===== config.mk =====
export PLATFORM = sky130hd
export DESIGN_NAME = uart_tx_fifo_flat
export DESIGN_NICKNAME = d
export VERILOG_FILES = /design/src/rtl/uart_pkg.sv /design/src/rtl/uart_tx_fifo_if.sv /design/src/rtl/sync_fifo.sv /design/src/rtl/uart_tx_fifo.sv /design/src/flat_wrapper.sv
export SDC_FILE = /design/constraint.sdc
export NUM_CORES = 1
export LEC_CHECK = 0
export BUFFER_PORTS_ARGS = -buffer_cell sky130_fd_sc_hd__buf_2
export CORE_AREA = 2 2 131 133
export CTS_CLUSTER_DIAMETER = 30
export DETAILED_ROUTE_END_ITERATION = 7
export DIE_AREA = 0 0 133 135
export PLACE_DENSITY = 0.5
export SLEW_MARGIN = 20
export SYNTH_ARGS = -nofsm -noshare
export SYNTH_HDL_FRONTEND = slang
export SYNTH_HIERARCHICAL = 1
export SYNTH_SLANG_ARGS = --single-unit

===== constraint.sdc =====
create_clock -name clk -period 3.35 [get_ports clk]
set_input_delay 0.67 -clock clk [delete_from_list [all_inputs] [get_ports clk]]
set_output_delay 0.67 -clock clk [all_outputs]
set_load 0.05 [all_outputs]

===== src/rtl/uart_pkg.sv =====
`default_nettype none
// ============================================================================
// Package  : uart_pkg
// Brief    : Shared UART enums and width constants for the tx/rx family.
// Revision : 1.0 - initial release
// ============================================================================
package uart_pkg;

    typedef enum logic [1:0] {
        PAR_NONE = 2'd0,
        PAR_EVEN = 2'd1,
        PAR_ODD  = 2'd2
    } parity_e;

    typedef enum logic [2:0] {
        TX_IDLE   = 3'd0,
        TX_START  = 3'd1,
        TX_DATA   = 3'd2,
        TX_PARITY = 3'd3,
        TX_STOP   = 3'd4
    } tx_state_e;

    localparam int UART_MAX_DATA_BITS = 9;
    localparam int UART_BIT_CTR_W     = $clog2(UART_MAX_DATA_BITS);

endpackage
`default_nettype wire


===== src/rtl/uart_tx_fifo_if.sv =====
`default_nettype none
// ============================================================================
// Interface : uart_tx_fifo_if
// Brief     : valid/ready word handshake into the UART transmitter buffer.
// Revision  : 1.0 - initial release
// ============================================================================
interface uart_tx_fifo_if #(
    parameter int DATA_BITS = 8
);
    logic [DATA_BITS-1:0] in_data;
    logic                 in_valid;
    logic                 in_ready;

    modport master (output in_data, output in_valid, input in_ready);
    modport slave  (input in_data, input in_valid, output in_ready);
endinterface
`default_nettype wire


===== src/rtl/sync_fifo.sv =====
`default_nettype none
// ============================================================================
// Module   : sync_fifo
// Brief    : Show-ahead synchronous FIFO with occupancy count.
// Revision : 1.0 - initial release
// ============================================================================
module sync_fifo #(
    parameter int DATA_W = 8,
    parameter int DEPTH  = 4
) (
    input  wire logic                       clk,
    input  wire logic                       rst_n,
    input  wire logic                       push,
    input  wire logic                       pop,
    input  wire logic [DATA_W-1:0]          din,
    output logic      [DATA_W-1:0]          dout,
    output logic                            full,
    output logic                            empty,
    output logic      [$clog2(DEPTH+1)-1:0] fill
);
    localparam int c_PTR_W  = $clog2(DEPTH);
    localparam int c_FILL_W = $clog2(DEPTH + 1);

    logic [DATA_W-1:0]   r_mem [DEPTH];
    logic [c_PTR_W-1:0]  r_wr_ptr;
    logic [c_PTR_W-1:0]  r_rd_ptr;
    logic [c_FILL_W-1:0] r_fill;
    logic                w_push;
    logic                w_pop;

    // A push while full is dropped even if a pop frees a slot on the same edge.
    assign w_push = push && !full;
    assign w_pop  = pop && !empty;

    always_ff @(posedge clk) begin
        if (!rst_n) begin
            r_wr_ptr <= '0;
            r_rd_ptr <= '0;
            r_fill   <= '0;
        end else begin
            if (w_push) r_wr_ptr <= r_wr_ptr + c_PTR_W'(1);
            if (w_pop)  r_rd_ptr <= r_rd_ptr + c_PTR_W'(1);
            case ({w_push, w_pop})
                2'b10:   r_fill <= r_fill + c_FILL_W'(1);
                2'b01:   r_fill <= r_fill - c_FILL_W'(1);
                default: r_fill <= r_fill;
            endcase
        end
    end

    always_ff @(posedge clk) begin
        if (w_push) r_mem[r_wr_ptr] <= din;
    end

    assign dout  = r_mem[r_rd_ptr];
    assign full  = (r_fill == c_FILL_W'(DEPTH));
    assign empty = (r_fill == '0);
    assign fill  = r_fill;
endmodule
`default_nettype wire


===== src/rtl/uart_tx_fifo.sv =====
`default_nettype none
// ============================================================================
// Module   : uart_tx_fifo
// Brief    : Buffered UART transmitter, LSB first, optional parity, 1-2 stops.
// Revision : 1.0 - initial release
// ============================================================================
module uart_tx_fifo
    import uart_pkg::*;
#(
    parameter int DATA_BITS  = 8,
    parameter int STOP_BITS  = 1,
    parameter int PARITY     = 0,
    parameter int FIFO_DEPTH = 4,
    parameter int DIV_WIDTH  = 16
) (
    input  wire logic                               clk,
    input  wire logic                               rst_n,
    uart_tx_fifo_if.slave                           in_if,
    input  wire logic [DIV_WIDTH-1:0]               div,
    output logic                                    tx,
    output logic                                    busy,
    output logic      [$clog2(FIFO_DEPTH+1)-1:0]    fill
);
    localparam parity_e c_PARITY = parity_e'(PARITY);
    localparam logic [UART_BIT_CTR_W-1:0] c_LAST_DATA = UART_BIT_CTR_W'(DATA_BITS - 1);
    localparam logic [UART_BIT_CTR_W-1:0] c_LAST_STOP = UART_BIT_CTR_W'(STOP_BITS - 1);

    tx_state_e                 r_state;
    logic [DATA_BITS-1:0]      r_shift;
    logic                      r_par;
    logic [DIV_WIDTH-1:0]      r_div_q;
    logic [DIV_WIDTH-1:0]      r_baud;
    logic [UART_BIT_CTR_W-1:0] r_bit_ctr;
    logic                      r_tx;
    logic                      r_ready_en;

    logic                      w_bit_end;
    logic                      w_pop;
    logic                      w_push;
    logic                      w_full;
    logic                      w_empty;
    logic [DATA_BITS-1:0]      w_head;

    assign w_bit_end = (r_baud == r_div_q);
    // Pop either from idle or on the last edge of the final stop bit, so frames chain with no gap.
    assign w_pop = !w_empty &&
                   ((r_state == TX_IDLE) ||
                    ((r_state == TX_STOP) && w_bit_end && (r_bit_ctr == c_LAST_STOP)));

    assign in_if.in_ready = r_ready_en && !w_full;
    assign w_push         = in_if.in_valid && in_if.in_ready;

    sync_fifo #(
        .DATA_W (DATA_BITS),
        .DEPTH  (FIFO_DEPTH)
    ) u_fifo (
        .clk   (clk),
        .rst_n (rst_n),
        .push  (w_push),
        .pop   (w_pop),
        .din   (in_if.in_data),
        .dout  (w_head),
        .full  (w_full),
        .empty (w_empty),
        .fill  (fill)
    );

    always_ff @(posedge clk) begin
        if (!rst_n) begin
            r_state    <= TX_IDLE;
            r_tx       <= 1'b1;
            r_ready_en <= 1'b0;
            r_baud     <= '0;
            r_bit_ctr  <= '0;
            r_div_q    <= '0;
            r_shift    <= '0;
            r_par      <= 1'b0;
        end else begin
            r_ready_en <= 1'b1;
            if (w_pop) begin
                r_shift <= w_head;
                r_div_q <= div;
                r_par   <= (c_PARITY == PAR_ODD) ? ~^w_head : ^w_head;
            end
            if (r_state == TX_IDLE || w_bit_end) r_baud <= '0;
            else                                 r_baud <= r_baud + DIV_WIDTH'(1);

            case (r_state)
                TX_IDLE: begin
                    r_tx <= 1'b1;
                    if (w_pop) r_state <= TX_START;
                end
                TX_START: begin
                    r_tx <= 1'b0;
                    if (w_bit_end) begin
                        r_state   <= TX_DATA;
                        r_bit_ctr <= '0;
                    end
                end
                TX_DATA: begin
                    r_tx <= r_shift[0];
                    if (w_bit_end) begin
                        r_shift <= r_shift >> 1;
                        if (r_bit_ctr == c_LAST_DATA) begin
                            r_bit_ctr <= '0;
                            r_state   <= (c_PARITY == PAR_NONE) ? TX_STOP : TX_PARITY;
                        end else begin
                            r_bit_ctr <= r_bit_ctr + UART_BIT_CTR_W'(1);
                        end
                    end
                end
                TX_PARITY: begin
                    r_tx <= r_par;
                    if (w_bit_end) begin
                        r_state   <= TX_STOP;
                        r_bit_ctr <= '0;
                    end
                end
                TX_STOP: begin
                    r_tx <= 1'b1;
                    if (w_bit_end) begin
                        if (r_bit_ctr == c_LAST_STOP) begin
                            r_bit_ctr <= '0;
                            r_state   <= w_pop ? TX_START : TX_IDLE;
                        end else begin
                            r_bit_ctr <= r_bit_ctr + UART_BIT_CTR_W'(1);
                        end
                    end
                end
                default: begin
                    r_tx    <= 1'b1;
                    r_state <= TX_IDLE;
                end
            endcase
        end
    end

    assign tx   = r_tx;
    assign busy = (r_state != TX_IDLE) || !w_empty;
endmodule
`default_nettype wire


===== src/flat_wrapper.sv =====
// flat-port wrapper written by rule: the top's interface ports become plain ports
module uart_tx_fifo_flat import uart_pkg::*;
#(
    parameter int DATA_BITS  = 8,
    parameter int STOP_BITS  = 1,
    parameter int PARITY     = 0,
    parameter int FIFO_DEPTH = 4,
    parameter int DIV_WIDTH  = 16
)
  (clk, rst_n, div, tx, busy, fill, in_if_in_data, in_if_in_valid, in_if_in_ready);
  uart_tx_fifo_if #(.DATA_BITS(DATA_BITS)) in_if_i ();
  input  wire logic clk;
  input  wire logic rst_n;
  input  wire logic [DIV_WIDTH-1:0] div;
  output logic tx;
  output logic busy;
  output logic      [$clog2(FIFO_DEPTH+1)-1:0] fill;
  input wire logic [$bits(in_if_i.in_data)-1:0] in_if_in_data;
  input wire logic [$bits(in_if_i.in_valid)-1:0] in_if_in_valid;
  output wire logic [$bits(in_if_i.in_ready)-1:0] in_if_in_ready;
  assign in_if_i.in_data = in_if_in_data;
  assign in_if_i.in_valid = in_if_in_valid;
  assign in_if_in_ready = in_if_i.in_ready;
  uart_tx_fifo #(.DATA_BITS(DATA_BITS), .STOP_BITS(STOP_BITS), .PARITY(PARITY), .FIFO_DEPTH(FIFO_DEPTH), .DIV_WIDTH(DIV_WIDTH)) u_core (.clk(clk), .rst_n(rst_n), .in_if(in_if_i), .div(div), .tx(tx), .busy(busy), .fill(fill));
endmodule

; Word level (Yosys, flattened, before mapping)
; Memories as Yosys holds them, arrays and structs flattened. A register that Yosys moved wholly into a read port is not among the register bits.
; Cells that the tools add are included.
[totals]
ff_bits = 57
latchBits = 0
mem_bits_rw = 32
romBits = 0
in_bits = 27
out_inout_bits = 6
elab_cells = 84
memories = 1
[mem_list]
columns = memory, depth, width, read_ports, rd_clocked_by_memory_dff, wr, line
row1 = u_core.u_fifo.r_mem, 4, 8, 1, 1, 1, sync_fifo.sv:24  ; logic [DATA_W-1:0] r_mem [DEPTH];
[classes]
n_addsub = 6
multipliers = 0
n_div = 0
n_lt_le_gt_ge = 0
n_eq_ne = 17
n_shift = 0
n_mux = 25
bitwise = 1
n_reduce_logical = 23
[op_table]
columns = op, n
row1 = $mux W8, 3
row2 = $mux W3, 7
row3 = $mux W4, 5
row4 = $add A16 B1 Y16 const B, 1
row5 = $eq A16 B16 Y1, 1
row6 = $pmux W3 S5, 1
row7 = $ne A2 B1 Y1 const B, 6
row8 = $pmux W4 S3, 1
row9 = $reduce_xor A8 Y1, 1
row10 = $logic_and A1 B1 Y1, 7
row11 = $reduce_and A7 Y1, 1
row12 = $eq A3 B2 Y1 const B, 2
row13 = $eq A3 B3 Y1 const B, 2
row14 = $logic_not A3 Y1, 2
row15 = $pmux W3 S2, 1
row16 = $reduce_bool A3 Y1, 2
row17 = $add A2 B1 Y2 const B, 2
row18 = $add A4 B1 Y4 const B, 1
row19 = $eq A4 B3 Y1 const B, 1
row20 = $logic_not A4 Y1, 1
row21 = $mux W1, 4
row22 = $mux W2, 2
row23 = $ne A2 B2 Y1 const B, 2
row24 = $reduce_and A4 Y1, 1
row25 = other kinds (11), 15

; Depth between registers and ports, before layout
; Gate-level depths: netlist of run 1.
[depth]
ltp_word = 9
depth_mapped = 15
ltp_nobuf = 13

; By module
; Netlist of run 1, hierarchy kept.
[by_module_without_submodules]
columns = module, instances, cells_per_inst, area_per_inst_um2, seq_area_each_um2
row1 = uart_tx_fifo, 1, 258, 2449.8, 1001.0
row2 = sync_fifo, 1, 96, 1644.1, 1141.1

; Worst setup path before layout of run 1
; Ideal clock, no wire load.
[synth_timing]
kind = register -> register
start = register u_core.u_fifo.r_fill[0], in the netlist u_core/u_fifo/fill[0]
end = register u_core.u_fifo.r_fill[2], in the netlist u_core/u_fifo/fill[2]
setup_time_ps = 70
arrival_ps = 3138
required_ps = 3280
setup_slack_ps = 142
stages_incl_launch_ff = 13
n_path_buf = 2
period_less_slack_ps = 3208
cell_sequence = dfxtp_1 > nor3_2 > or3_1 > o32ai_1 > buf_4 > buf_4 > nor2b_1 > ha_1 > inv_1 > fa_1 > xor2_1 > or3_1 > a21boi_1
[synth_between]
word_cells_on_any_way = 15
cone_classes = add/sub: 2 / eq/ne: 3 / mux: 1 / reduce/logical: 9
[synth_lines]
columns = item, line
row1 = start: declaration, sync_fifo.sv:27  ; logic [c_FILL_W-1:0] r_fill;
row2 = start signal: assignment, sync_fifo.sv:44  ; 2'b10: r_fill <= r_fill + c_FILL_W'(1);
row3 = start signal: assignment, sync_fifo.sv:45  ; 2'b01: r_fill <= r_fill - c_FILL_W'(1);
row4 = start signal: assignment, sync_fifo.sv:46  ; default: r_fill <= r_fill;
row5 = $logic_not A3 Y1 (*), sync_fifo.sv:57  ; assign empty = (r_fill == '0);
row6 = via u_core.w_empty, uart_tx_fifo.sv:41  ; logic w_empty;
row7 = $logic_not A1 Y1 (*), uart_tx_fifo.sv:46  ; assign w_pop = !w_empty &&
row8 = $logic_and A1 B1 Y1 (*), uart_tx_fifo.sv:46
row9 = via u_core.w_pop, uart_tx_fifo.sv:38  ; logic w_pop;
row10 = $logic_and A1 B1 Y1 (*), sync_fifo.sv:33  ; assign w_pop = pop && !empty;
row11 = via u_core.u_fifo.w_pop, sync_fifo.sv:29  ; logic w_pop;
row12 = $eq A2 B1 Y1 or $eq A2 B2 Y1 (tied branches), sync_fifo.sv:43  ; case ({w_push, w_pop})
row13 = $pmux W3 S2 or $reduce_bool A2 Y1 (tied branches), --
; Mark *: on every way through the listed nets, which the timed path passes. The rest lies on a longest branch.
; A chain may end at the register's enable or synchronous reset.

; Final worst setup path of run 1
[layout_timing]
start = register u_core.r_bit_ctr[0]
end = register u_core.u_fifo.r_fill[2], in the netlist u_core/u_fifo/fill[2]
[layout_between]
elab_chain_len = 7
word_cells_on_any_way = 9
cone_classes = eq/ne: 2 / mux: 1 / reduce/logical: 6
[layout_lines]
columns = item, line
row1 = start: declaration, uart_tx_fifo.sv:33  ; logic [UART_BIT_CTR_W-1:0] r_bit_ctr;
row2 = start signal: assignment, uart_tx_fifo.sv:108  ; r_bit_ctr <= r_bit_ctr + UART_BIT_CTR_W'(1);
row3 = start signal: assignment, uart_tx_fifo.sv:126  ; r_bit_ctr <= r_bit_ctr + UART_BIT_CTR_W'(1);
row4 = $logic_not A4 Y1 (*), uart_tx_fifo.sv:48  ; ((r_state == TX_STOP) && w_bit_end && (r_bit_ctr == c_LAST_STOP)));
row5 = $logic_and A1 B1 Y1 (*), uart_tx_fifo.sv:48
row6 = $logic_or A1 B1 Y1 (*), uart_tx_fifo.sv:47  ; ((r_state == TX_IDLE) ||
row7 = $logic_and A1 B1 Y1 (*), uart_tx_fifo.sv:46
row8 = $logic_and A1 B1 Y1 (*), sync_fifo.sv:33
row9 = via u_core.u_fifo.w_pop, sync_fifo.sv:29
row10 = $eq A2 B1 Y1 or $eq A2 B2 Y1 (tied branches), sync_fifo.sv:43
row11 = $pmux W3 S2 or $reduce_bool A2 Y1 (tied branches), --
; Marks and branches as above.

==> results of run 1 <==
-- flip-flops by register name (all words and copies together) (netlist names), 2 cells and up, named ones only --
| register | count |
|---|---|
| u_core/r_baud | 16 |
| u_core/u_fifo/r_rd_ptr | 2 |
| u_core/r_div_q | 16 |
| u_core/u_fifo/r_wr_ptr | 2 |
| u_core/u_fifo/r_mem | 32 |
| u_core/r_shift | 8 |
| u_core/u_fifo/fill | 3 |
| u_core/r_state | 3 |
| u_core/r_bit_ctr | 4 |
-- metal layers --
metal / part of all wire (%) / up-vias / wire length [µm]
li1: - / 1308 / -
met1: 47 / 1191 / 3630
met2: 48 / 42 / 3720
met3: 3.8 / 8 / 298
met4: 1.4 / 0 / 108
met5: 0 / - / 0
-- worst max-delay path: cells and delay by family (launching register included) --
family                   cells  cell delay (ns)
AND/OR/NAND/NOR              4             1.23
AO/OA/AOI/OAI                2             0.25
adder cells (fa/ha/maj)      3             0.71
XOR/XNOR                     1             0.16
buffers and inverters        3             0.22
flip-flops                   1             0.36
-- synthesized netlist by cell type (2+ instances only) --
master,count,area [µm²]
mux2i_1,26,260
nor2_1,24,90.1
or4_1,2,15.0
and3_1,4,25.0
nor4_1,4,25.0
xnor2_1,14,123
mux4_2,8,180
o21ai_0,14,70.1
a31oi_1,2,12.5
a21oi_1,10,50.1
buf_2,2,10.0
clkbuf_1,8,30.0
and2_1,7,43.8
nand3_1,10,50.1
inv_1,13,48.8
nor2b_1,23,144
nand2b_1,2,12.5
ha_1,8,100
buf_4,3,22.5
nand2_1,19,71.3
a21boi_0,2,15.0
dfxtp_1,59,1180
xor2_1,25,219
nand4bb_1,2,22.5
a21boi_1,3,22.5
nor4_4,4,85.1
edfxtp_1,32,961
or3_1,5,31.3
nor3b_1,2,15.0
-- area by class of cell --
class / instances / area (µm²)
Clock buffer: 9 / 225
Inverter: 14 / 52.6
Sequential cell: 91 / 2140
Tap cell: 220 / 275
Clock inverter: 7 / 65.1
Fill cell: 1690 / 11600
Multi-Input combinational cell: 236 / 1860
Timing Repair Buffer: 35 / 183
-- where the power goes --
group | switching, mW | internal [mW] | leakage (nW)
Sequential | 0.178 | 1.35 | 0.770
Combinational | 0.932 | 0.776 | 0.822
Clock | 0.459 | 0.523 | 0.141
-- how the worst max path moves through the flow --
stage / startpoint / to / slack (ns)
floorplan: u_core/u_fifo/fill[0] / u_core/u_fifo/fill[2] / 0.14
CTS: u_core/r_bit_ctr[0] / u_core/u_fifo/fill[2] / 0.35
global route: u_core/r_bit_ctr[0] / u_core/u_fifo/fill[2] / 0.05
global placement: u_core/r_bit_ctr[0] / u_core/u_fifo/fill[2] / 0.45
finish: u_core/r_bit_ctr[0] / u_core/u_fifo/fill[2] / 0.35
detailed placement: u_core/r_bit_ctr[0] / u_core/u_fifo/fill[2] / 0.38
-- kinds of logic (layout without fill, tap and decap cells) --
family | after synthesis | after routing | share of synthesized area, %
fa+ha+maj | 9 | 9 | 2.93
buf+inv | 27 | 65 | 2.81
xor+xnor | 39 | 39 | 8.34
compound gates | 37 | 37 | 5.26
mux | 34 | 34 | 10.8
flops | 91 | 91 | 52.3
simple gates | 117 | 117 | 17.6
==> impl_metrics.json, run 1 <==
{
  "use_met3_pct": 2.74,
  "finalNetCount": 423,
  "cap_violations": 0,
  "busiest_layer": "met2",
  "gp_congestion": 0.755,
  "crit_chain": "inv_1, ha_1, nor3b_1, inv_1, or3_1, o32ai_4, nor2b_1, ha_1, inv_1, fa_1, xor2_1, or3_1, a21boi_1",
  "syn_inst": 354,
  "slew_headroom_pct": 50.8,
  "clockBufferDepth": 2,
  "hold_depth": 2,
  "placed_cells": 596,
  "final_common_cell": "dfxtp_1",
  "fin_area_mm2": 0.00480,
  "min_to": "u_core/u_fifo/r_wr_ptr[1]",
  "ctsHoldBuffers": 0,
  "num_io_pins": 33,
  "placed_cell_area_mm2": 0.00451,
  "synth_edf_count": 32,
  "hpwl_um": 5370,
  "h-tree-depth": 3,
  "detail-route-antenna-nets": 0,
  "grtUsageMet2_pct": 15.8,
  "ctsResizeCount": 0,
  "yosysSeqAreaShare_pct": 52.3,
  "syn_area_per_cell_um2": 11.6,
  "synth_cell_type_count": 46,
  "rows": 47,
  "critPathMaxFanout": 6,
  "grt_antenna_before_repair": 0,
  "synth_area_mm2": 0.00409,
  "crit-reg2reg-launch": "u_core/r_bit_ctr[0]",
  "die_h_um": 135,
  "die_x_um": 133,
  "ys_ff_latch": 91,
  "route.vias.total": 2549,
  "path_class": "reg -> reg",
  "numClockSinks": 91,
  "post_drt_wl_per_cell_um": 12.7,
  "synth_ff_type": "dfxtp_1",
  "r2r_cells": 13,
  "period_needed_ns": 3.00,
  "p_total_mw": 4.22,
  "dr.first_iter.drc_count": 102,
  "fin_ws_ns": 0.353,
  "routed_wl_um": 7760,
  "hold_viol_final": 0,
  "fin_util_pct": 29.2,
  "drive_gt1_share_pct": 17.9,
  "ys_warn_count": 6,
  "crit_top_cell": "inv_1",
  "setup_violations": 0,
  "cts_buffers": 9,
  "fmax_ghz": 0.334,
  "grt_use_met1_pct": 11.2,
  "synthArstFlopShare_pct": 0,
  "grt_pass1_vias": 2641,
  "clk_latency_ns": 0.34,
  "p_per_area_mw_per_mm2": 879,
  "start_util_pct": 25.0,
  "drv_slew": 0,
  "core_mm2": 0.0164,
  "io_buffers": 32,
  "r2r_end": "u_core/u_fifo/fill[2]",
  "die_area_mm2": 0.0180,
  "grt_max_degree": 45,
  "cts_tree": "yes",
  "fin_skew_ns": 0.00623,
  "leakage_nw": 1.73,
  "syn_nets": 390,
  "worstMarginPinSlew_ns": 0.731,
  "clock-root-buffer": "clkbuf_16",
  "peakVddDrop_mv": 0.314,
  "postCtsSetupBuffers": 0,
  "areaGrowthSynthToFinish_pct": 17.2,
  "dr.pass1.iters": 4,
  "min_period_over_period_pct": 89.5,
  "drc": 0,
  "gr-total-overflow": 0,
  "place_ws_ns": 0.384,
  "r2r_slack_ns": 0.35,
  "final_cell_mix": "dfxtp_1 (59), buf_2 (32), edfxtp_1 (32), mux2i_1 (26), xor2_1 (25)",
  "rsz0062_at_grt": "no",
  "end_kind": "flip-flop",
  "hp-start": "u_core/u_fifo/r_wr_ptr[1]",
  "worstHoldPathType": "reg -> reg",
  "grt_pass1_wl_um": 13100,
  "grt_usage_pct": 9.25,
  "final.setup.tns_ns": 0,
  "worst_setup_path_start_kind": "flip-flop",
  "path_clk_slew_ns": 0.07,
  "fin_cells": 612,
  "critPathMaxStageDelay_ns": 0.37,
  "hold-worst-slack_ns": 0.496,
  "diodes": 0,
  "routed_via_density": 4.17,
  "cpMaxStageDelayCell": "fa_1",
  "cp.arrival_ns": 3.27,
  "required_ns": 3.62,
  "status": "complete, no violations"
}
Note: power is estimated with default switching activity, not from simulation.
==> inputs of run 2 (changes only) <==
--- a/config.mk
+++ b/config.mk
@@ -5,11 +5,12 @@
 export SDC_FILE = /design/constraint.sdc
 export NUM_CORES = 1
 export LEC_CHECK = 0
+export ABC_AREA = 1
 export BUFFER_PORTS_ARGS = -buffer_cell sky130_fd_sc_hd__buf_2
-export CORE_AREA = 2 2 131 133
+export CORE_AREA = 2 2 134 136
 export CTS_CLUSTER_DIAMETER = 30
 export DETAILED_ROUTE_END_ITERATION = 7
-export DIE_AREA = 0 0 133 135
+export DIE_AREA = 0 0 136 138
 export PLACE_DENSITY = 0.5
 export SLEW_MARGIN = 20
 export SYNTH_ARGS = -nofsm -noshare
==> run 2 against run 1 <==
Against the previous run:
- die area increased by 4.5%
- global-route usage grew 0.86 points
- combinational power is 13% lower
- largest cell class unchanged
- utilization fell by 0.78 points
- sequential power is 5% lower
- design area up 4.0%
- wire length grew 17%
- worst hold slack got worse by 0.049 ns
==> impl_metrics.json, run 2 <==
{
  "gp_congestion": 0.763,
  "switching_share_pct": 40.3,
  "clk_latency_ns": 0.35,
  "ys_warn_count": 6,
  "routed-wl-met2_um": 4240,
  "syn_inst": 537,
  "cpMaxStageDelayCell": "fa_1",
  "wl_met3_um": 405,
  "top_register": "u_core/u_fifo/r_mem",
  "synthArstFlopShare_pct": 0,
  "io_buffers": 32,
  "p_int_mw": 2.34,
  "min_period_over_period_pct": 81.8,
  "met1_length_um": 4320,
  "cts_buffers": 9,
  "detail-route-antenna-nets": 0,
  "die_h_um": 138,
  "final_common_cell": "nor2_1",
  "synth_ff_type": "dfxtp_1",
  "synthTopCellsByCount": "nor2_1 (102), nand2_1 (97), inv_1 (68)",
  "power_frac_seq_pct": 37.1,
  "period_needed_ns": 2.74,
  "gr-total-overflow": 0,
  "post-synth-top-count-cell": "nor2_1",
  "grt_max_degree": 28,
  "drv_slew": 0,
  "start_util_pct": 24.3,
  "fin_area_mm2": 0.00499,
  "h-tree-depth": 3,
  "place_ws_ns": 0.614,
  "multi_input_area_mm2": 0.00177,
  "grt_pass1_vias": 3144,
  "ctsHoldBuffers": 0,
  "path_class": "reg -> reg",
  "rsz0062_at_grt": "no",
  "final_cell_mix": "nor2_1 (102), nand2_1 (97), inv_1 (68), dfxtp_1 (59), o21ai_0 (41)",
  "grt_antenna_before_repair": 1,
  "placed_cells": 795,
  "cp.arrival_ns": 2.98,
  "peakVddDrop_mv": 0.294,
  "fin_ws_ns": 0.608,
  "r2r_cells": 19,
  "hold_depth": 2,
  "hpwl_um": 6590,
  "path_clk_slew_ns": 0.07,
  "drc": 0,
  "synth_area_mm2": 0.00427,
  "fillers": 1942,
  "status": "complete, no violations",
  "fmax_ghz": 0.365,
  "cts_tree": "yes",
  "numClockSinks": 91,
  "rows": 49,
  "cp.buffers_inverters": 5,
  "yosysSeqAreaShare_pct": 50.2,
  "ys_ff_latch": 91,
  "synth_top_area_cell": "dfxtp_1",
  "end_kind": "flip-flop",
  "route.vias.total": 3395,
  "final.setup.tns_ns": 0,
  "dr.first_iter.drc_count": 198,
  "clockBufferDepth": 2,
  "hold_viol_final": 0,
  "die_x_um": 136,
  "comb_power_share_pct": 37.6,
  "routed_wl_um": 9090,
  "die_area_mm2": 0.0188,
  "ff_latch_area_mm2": 0.00214,
  "largest_reg_flops": 32,
  "fin_skew_ns": 0.0103,
  "critPathMaxStageDelay_ns": 0.38,
  "grt_pass1_wl_um": 15000,
  "clock-root-buffer": "clkbuf_16",
  "areaGrowthSynthToFinish_pct": 16.9,
  "syn_area_per_cell_um2": 7.95,
  "power_switching_mw": 1.58,
  "diodes": 0,
  "fin_cells": 811,
  "cap_violations": 0,
  "crit_chain": "inv_1, ha_1, nand2_1, nor3_1, nand3_2, nand2_4, nand2_4, inv_6, nand2_1, inv_1, ha_1, inv_1, fa_1, inv_1, nand2_1, nand3_1, nand2_1, nand2_1, nor2_1",
  "top_regs": "u_core/u_fifo/r_mem (32), u_core/r_baud (16), u_core/r_div_q (16)",
  "p_per_area_mw_per_mm2": 787,
  "num_io_pins": 33,
  "setup_violations": 0,
  "slew_headroom_pct": 52.2,
  "worst_setup_path_start_kind": "flip-flop",
  "finalNetCount": 613,
  "topRoutingLayerUsed": "met5",
  "synth_cell_type_count": 37,
  "pwr-share-clk_pct": 25.3,
  "worstHoldPathType": "reg -> reg",
  "worstMarginPinSlew_ns": 0.715,
  "synth_top_area_share_pct": 27.7,
  "leakage_nw": 2.02,
  "required_ns": 3.59,
  "post_drt_wl_per_cell_um": 11.2,
  "crit_cells": 19,
  "r2r_slack_ns": 0.61,
  "critical_path.top_delay_family": "simple AND/OR/NAND/NOR gates",
  "grt_usage_pct": 10.1,
  "crit_top_cell": "nand2_1",
  "drive_gt1_share_pct": 13.7,
  "synth_edf_count": 32,
  "critPathMaxFanout": 27,
  "placed_cell_area_mm2": 0.00470,
  "core_mm2": 0.0175,
  "routed_via_density": 4.19,
  "ctsResizeCount": 0,
  "p_total_mw": 3.93,
  "dr.pass1.iters": 5,
  "netlist_top_cells_area": "dfxtp_1 (28%), edfxtp_1 (23%), nor2_1 (9.0%), nand2_1 (8.5%), inv_1 (6.0%)",
  "syn_nets": 573,
  "postCtsSetupBuffers": 0
}
[run 2: cell types whose count changed in the layout (fill, tap and decap cells not counted), moves of 23 or more]
cell,delta
inv_1,+55
mux2i_1,-26
nand2_1,+78
nor2_1,+78
nor2b_1,-23
o21ai_0,+27
[run 2: logic make-up after synthesis]
family	share of synthesized area, %
AND/OR/NAND/NOR	26.9
adder cells (fa/ha/maj)	2.81
XOR/XNOR	2.05
AO/OA/AOI/OAI	9.62
buffers and inverters	8.38
flip-flops	50.2
[run 2: worst paths after layout]
kind,from,end
hold / removal,u_core/r_shift[1],u_core/r_shift[0]
setup / recovery,u_core/r_bit_ctr[0],u_core/u_fifo/fill[2]
setup reg to reg,u_core/r_bit_ctr[0],u_core/u_fifo/fill[2]
hold reg to reg,u_core/r_shift[1],u_core/r_shift[0]
[run 2: per-layer routing]
metal,track usage (%),vias to the layer above
met2,17.0,54
met1,12.5,1513
li1,-,1814
met5,0,-
met3,2.82,12
met4,3.07,2
[run 2: layout make-up]
type	instances	share of cell area (%)
clock buffers	9	4.51
well taps	229	5.74
inverters	78	5.97
clock inverters	7	1.33
flip-flops and latches	91	42.9
repair buffers	38	4.11
multi-input cells	359	35.4
[run 2: worst min-delay path, cell delays in order, from the launching register on]
cell	delay, ns
dfxtp_1	0.31
nand2_1	0.06
nand2_1	0.04
[run 2: metrics by stage]
step	hold slack [ns]	util, %
6_report	0.447	28.5
5_1_grt	0.501	28.5
4_1_cts	0.451	28.5
3_5_place_dp	0.440	26.8
3_3_place_gp	0.440	26.8
2_1_floorplan	0.426	-
[run 2: power by group through the flow]
| stage | Combinational [mW] | Clock, mW | Sequential [mW] |
|---|---|---|---|
| finish | 1.48 | 0.995 | 1.46 |
| global placement | 1.50 | 0 | 1.48 |
| global route | 1.70 | 1.08 | 1.48 |
| CTS | 1.50 | 1.03 | 1.46 |
| detailed placement | 1.50 | 0 | 1.48 |
| floorplan | 1.19 | 0 | 1.49 |
==> inputs of run 3 (changes only) <==
--- a/config.mk
+++ b/config.mk
@@ -11,7 +11,7 @@
 export CTS_CLUSTER_DIAMETER = 30
 export DETAILED_ROUTE_END_ITERATION = 7
 export DIE_AREA = 0 0 136 138
-export PLACE_DENSITY = 0.5
+export PLACE_DENSITY = 0.49
 export SLEW_MARGIN = 20
 export SYNTH_ARGS = -nofsm -noshare
 export SYNTH_HDL_FRONTEND = slang
==> constraint.sdc (replaced) <==
create_clock -name clk -period 2.6 [get_ports clk]
set_input_delay 0.52 -clock clk [delete_from_list [all_inputs] [get_ports clk]]
set_output_delay 0.52 -clock clk [all_outputs]
set_load 0.05 [all_outputs]
==> run 3 against run 2 <==
Against the previous run:
- setup slack lost 0.39 ns
- critical path depth shrank 12
- design area grew 2.0%
- largest cell class unchanged
- highest routed layer is now met4
- power grew 36%
- via count grew 2.2%
==> impl_metrics.json, run 3 (same netlist as run 2, synthesis figures left out) <==
{
  "fillers": 1902,
  "dr.pass1.iters": 4,
  "hold_viol_final": 0,
  "die_area_mm2": 0.0188,
  "leakage_nw": 2.06,
  "r2r_cells": 20,
  "detail-route-antenna-nets": 0,
  "drc": 0,
  "cap_violations": 0,
  "r2r_slack_ns": 0.24,
  "worstHoldPathType": "in -> reg",
  "grt_pass1_wl_um": 15300,
  "routed_via_density": 4.26,
  "die_x_um": 136,
  "path_class": "reg -> out",
  "cp.arrival_ns": 1.86,
  "p_total_mw": 5.35,
  "clk_latency_ns": 0.35,
  "cpMaxStageDelayCell": "dfxtp_1",
  "p_int_mw": 3.27,
  "drv_slew": 0,
  "p_per_area_mw_per_mm2": 1050,
  "grt_max_degree": 27,
  "route.vias.total": 3470,
  "rsz0062_at_grt": "no",
  "num_io_pins": 33,
  "numClockSinks": 91,
  "routed_wl_um": 9230,
  "switching_share_pct": 38.9,
  "power_switching_mw": 2.08,
  "critPathMaxFanout": 9,
  "top_register": "u_core/u_fifo/r_mem",
  "diodes": 0,
  "crit-reg2reg-launch": "u_core/r_baud[9]",
  "hp-start": "in_if_in_data[2]",
  "cp.buffers_inverters": 4,
  "gp_congestion": 0.849,
  "clock-root-buffer": "clkbuf_16",
  "grt_usage_pct": 10.4,
  "grt_antenna_before_repair": 0,
  "critical_path.top_delay_family": "buffers and inverters",
  "worst_setup_path_start_kind": "flip-flop",
  "end_kind": "output pin",
  "ff_latch_area_mm2": 0.00217,
  "pwr-share-clk_pct": 27.3,
  "required_ns": 2.08,
  "drive_gt1_share_pct": 16.7,
  "final_cell_mix": "nor2_1 (102), nand2_1 (97), inv_1 (68), dfxtp_1 (46), o21ai_0 (41)",
  "cts_tree": "yes",
  "min_period_over_period_pct": 91.6,
  "start_util_pct": 24.3,
  "crit_chain": "nor2_2, nand2_2, inv_1, clkinv_1, nor2_1, inv_1, buf_2",
  "top_regs": "u_core/u_fifo/r_mem (32), u_core/r_baud (16), u_core/r_div_q (16)",
  "gr-total-overflow": 0,
  "hold_depth": 1,
  "comb_power_share_pct": 37.6,
  "multi_input_area_mm2": 0.00177,
  "slew_headroom_pct": 55.4,
  "dr.first_iter.drc_count": 174,
  "worstMarginPinSlew_ns": 0.667,
  "areaGrowthSynthToFinish_pct": 19.3,
  "h-tree-depth": 3,
  "finalNetCount": 617,
  "largest_reg_flops": 32,
  "die_h_um": 138,
  "core_mm2": 0.0175,
  "post_drt_wl_per_cell_um": 11.3,
  "fmax_ghz": 0.420,
  "hpwl_um": 6550,
  "period_needed_ns": 2.38,
  "clockBufferDepth": 2,
  "final_common_cell": "nor2_1",
  "r2r_end": "u_core/u_fifo/fill[2]",
  "final.setup.tns_ns": 0,
  "cts_buffers": 9,
  "critPathMaxStageDelay_ns": 0.34,
  "path_clk_slew_ns": 0.07,
  "io_buffers": 32,
  "crit_top_cell": "inv_1",
  "status": "complete, no violations",
  "grt_pass1_vias": 3334,
  "power_frac_seq_pct": 35.1,
  "fin_skew_ns": 0.00514,
  "peakVddDrop_mv": 0.443,
  "setup_violations": 0,
  "min_to": "u_core/u_fifo/r_mem[3][2]",
  "rows": 49,
  "ctsHoldBuffers": 0
}
[run 3: worst max path at each step]
stage | startpoint | end | slack, ns | depth (start not counted)
detailed placement | u_core/r_baud[9] | u_core/u_fifo/fill[2] | 0.12 | 20
finish | u_core/u_fifo/fill[1] | busy | 0.22 | 7
global placement | u_core/r_baud[9] | u_core/u_fifo/fill[2] | 0.13 | 21
floorplan | u_core/u_fifo/fill[2] | u_core/u_fifo/fill[2] | 0.08 | 18
global route | u_core/r_baud[0] | u_core/u_fifo/fill[2] | 0.003 | 20
CTS | u_core/r_baud[9] | u_core/u_fifo/fill[2] | 0.09 | 20
[run 3: final cells by class]
class,count,share of cell area [%]
sequential,91,42.6
multi-input combinational,359,34.8
inverter,78,5.85
tap,229,5.63
timing repair buffer,42,4.62
clock buffer,9,4.42
clock inverter,7,2.09
[run 3: timing repair]
action                                  CTS  global route
endpoints found under the setup margin    0             1
hold endpoints to repair                  0             0
gates resized for setup                   0            18
setup buffers                             0             2
[run 3: metrics by stage]
| stage | setup slack (ns) | utilization (%) | std cells | hold slack (ns) | area (µm²) |
|---|---|---|---|---|---|
| after global placement | 0.132 | 26.9 | 797 | 0.444 | 4710 |
| after CTS | 0.0934 | 28.8 | 813 | 0.360 | 5050 |
| final | 0.218 | 29.0 | 815 | 0.377 | 5090 |
| after floorplan | 0.0806 | - | 537 | 0.426 | 4270 |
| after global routing | 0.00279 | 29.0 | 815 | 0.371 | 5090 |
| after detailed placement | 0.120 | 26.9 | 797 | 0.444 | 4710 |
[run 3: power groups by stage]
| stage | logic (mW) | clock network [mW] | registers, mW |
|---|---|---|---|
| after floorplan | 1.53 | 0 | 1.92 |
| after global placement | 1.97 | 0 | 1.90 |
| after detailed placement | 2.01 | 0 | 1.90 |
| after CTS | 2.02 | 1.51 | 1.88 |
| after global routing | 2.30 | 1.56 | 1.91 |
| final | 2.01 | 1.46 | 1.88 |
[run 3: metal layers]
layer / routed length (µm) / track usage (%) / vias up
met2: 4450 / 17.6 / 54
li1: - / - / 1813
met5: 0 / 0 / -
met3: 409 / 3.26 / 13
met4: 182 / 4.17 / 0
met1: 4190 / 12.0 / 1590
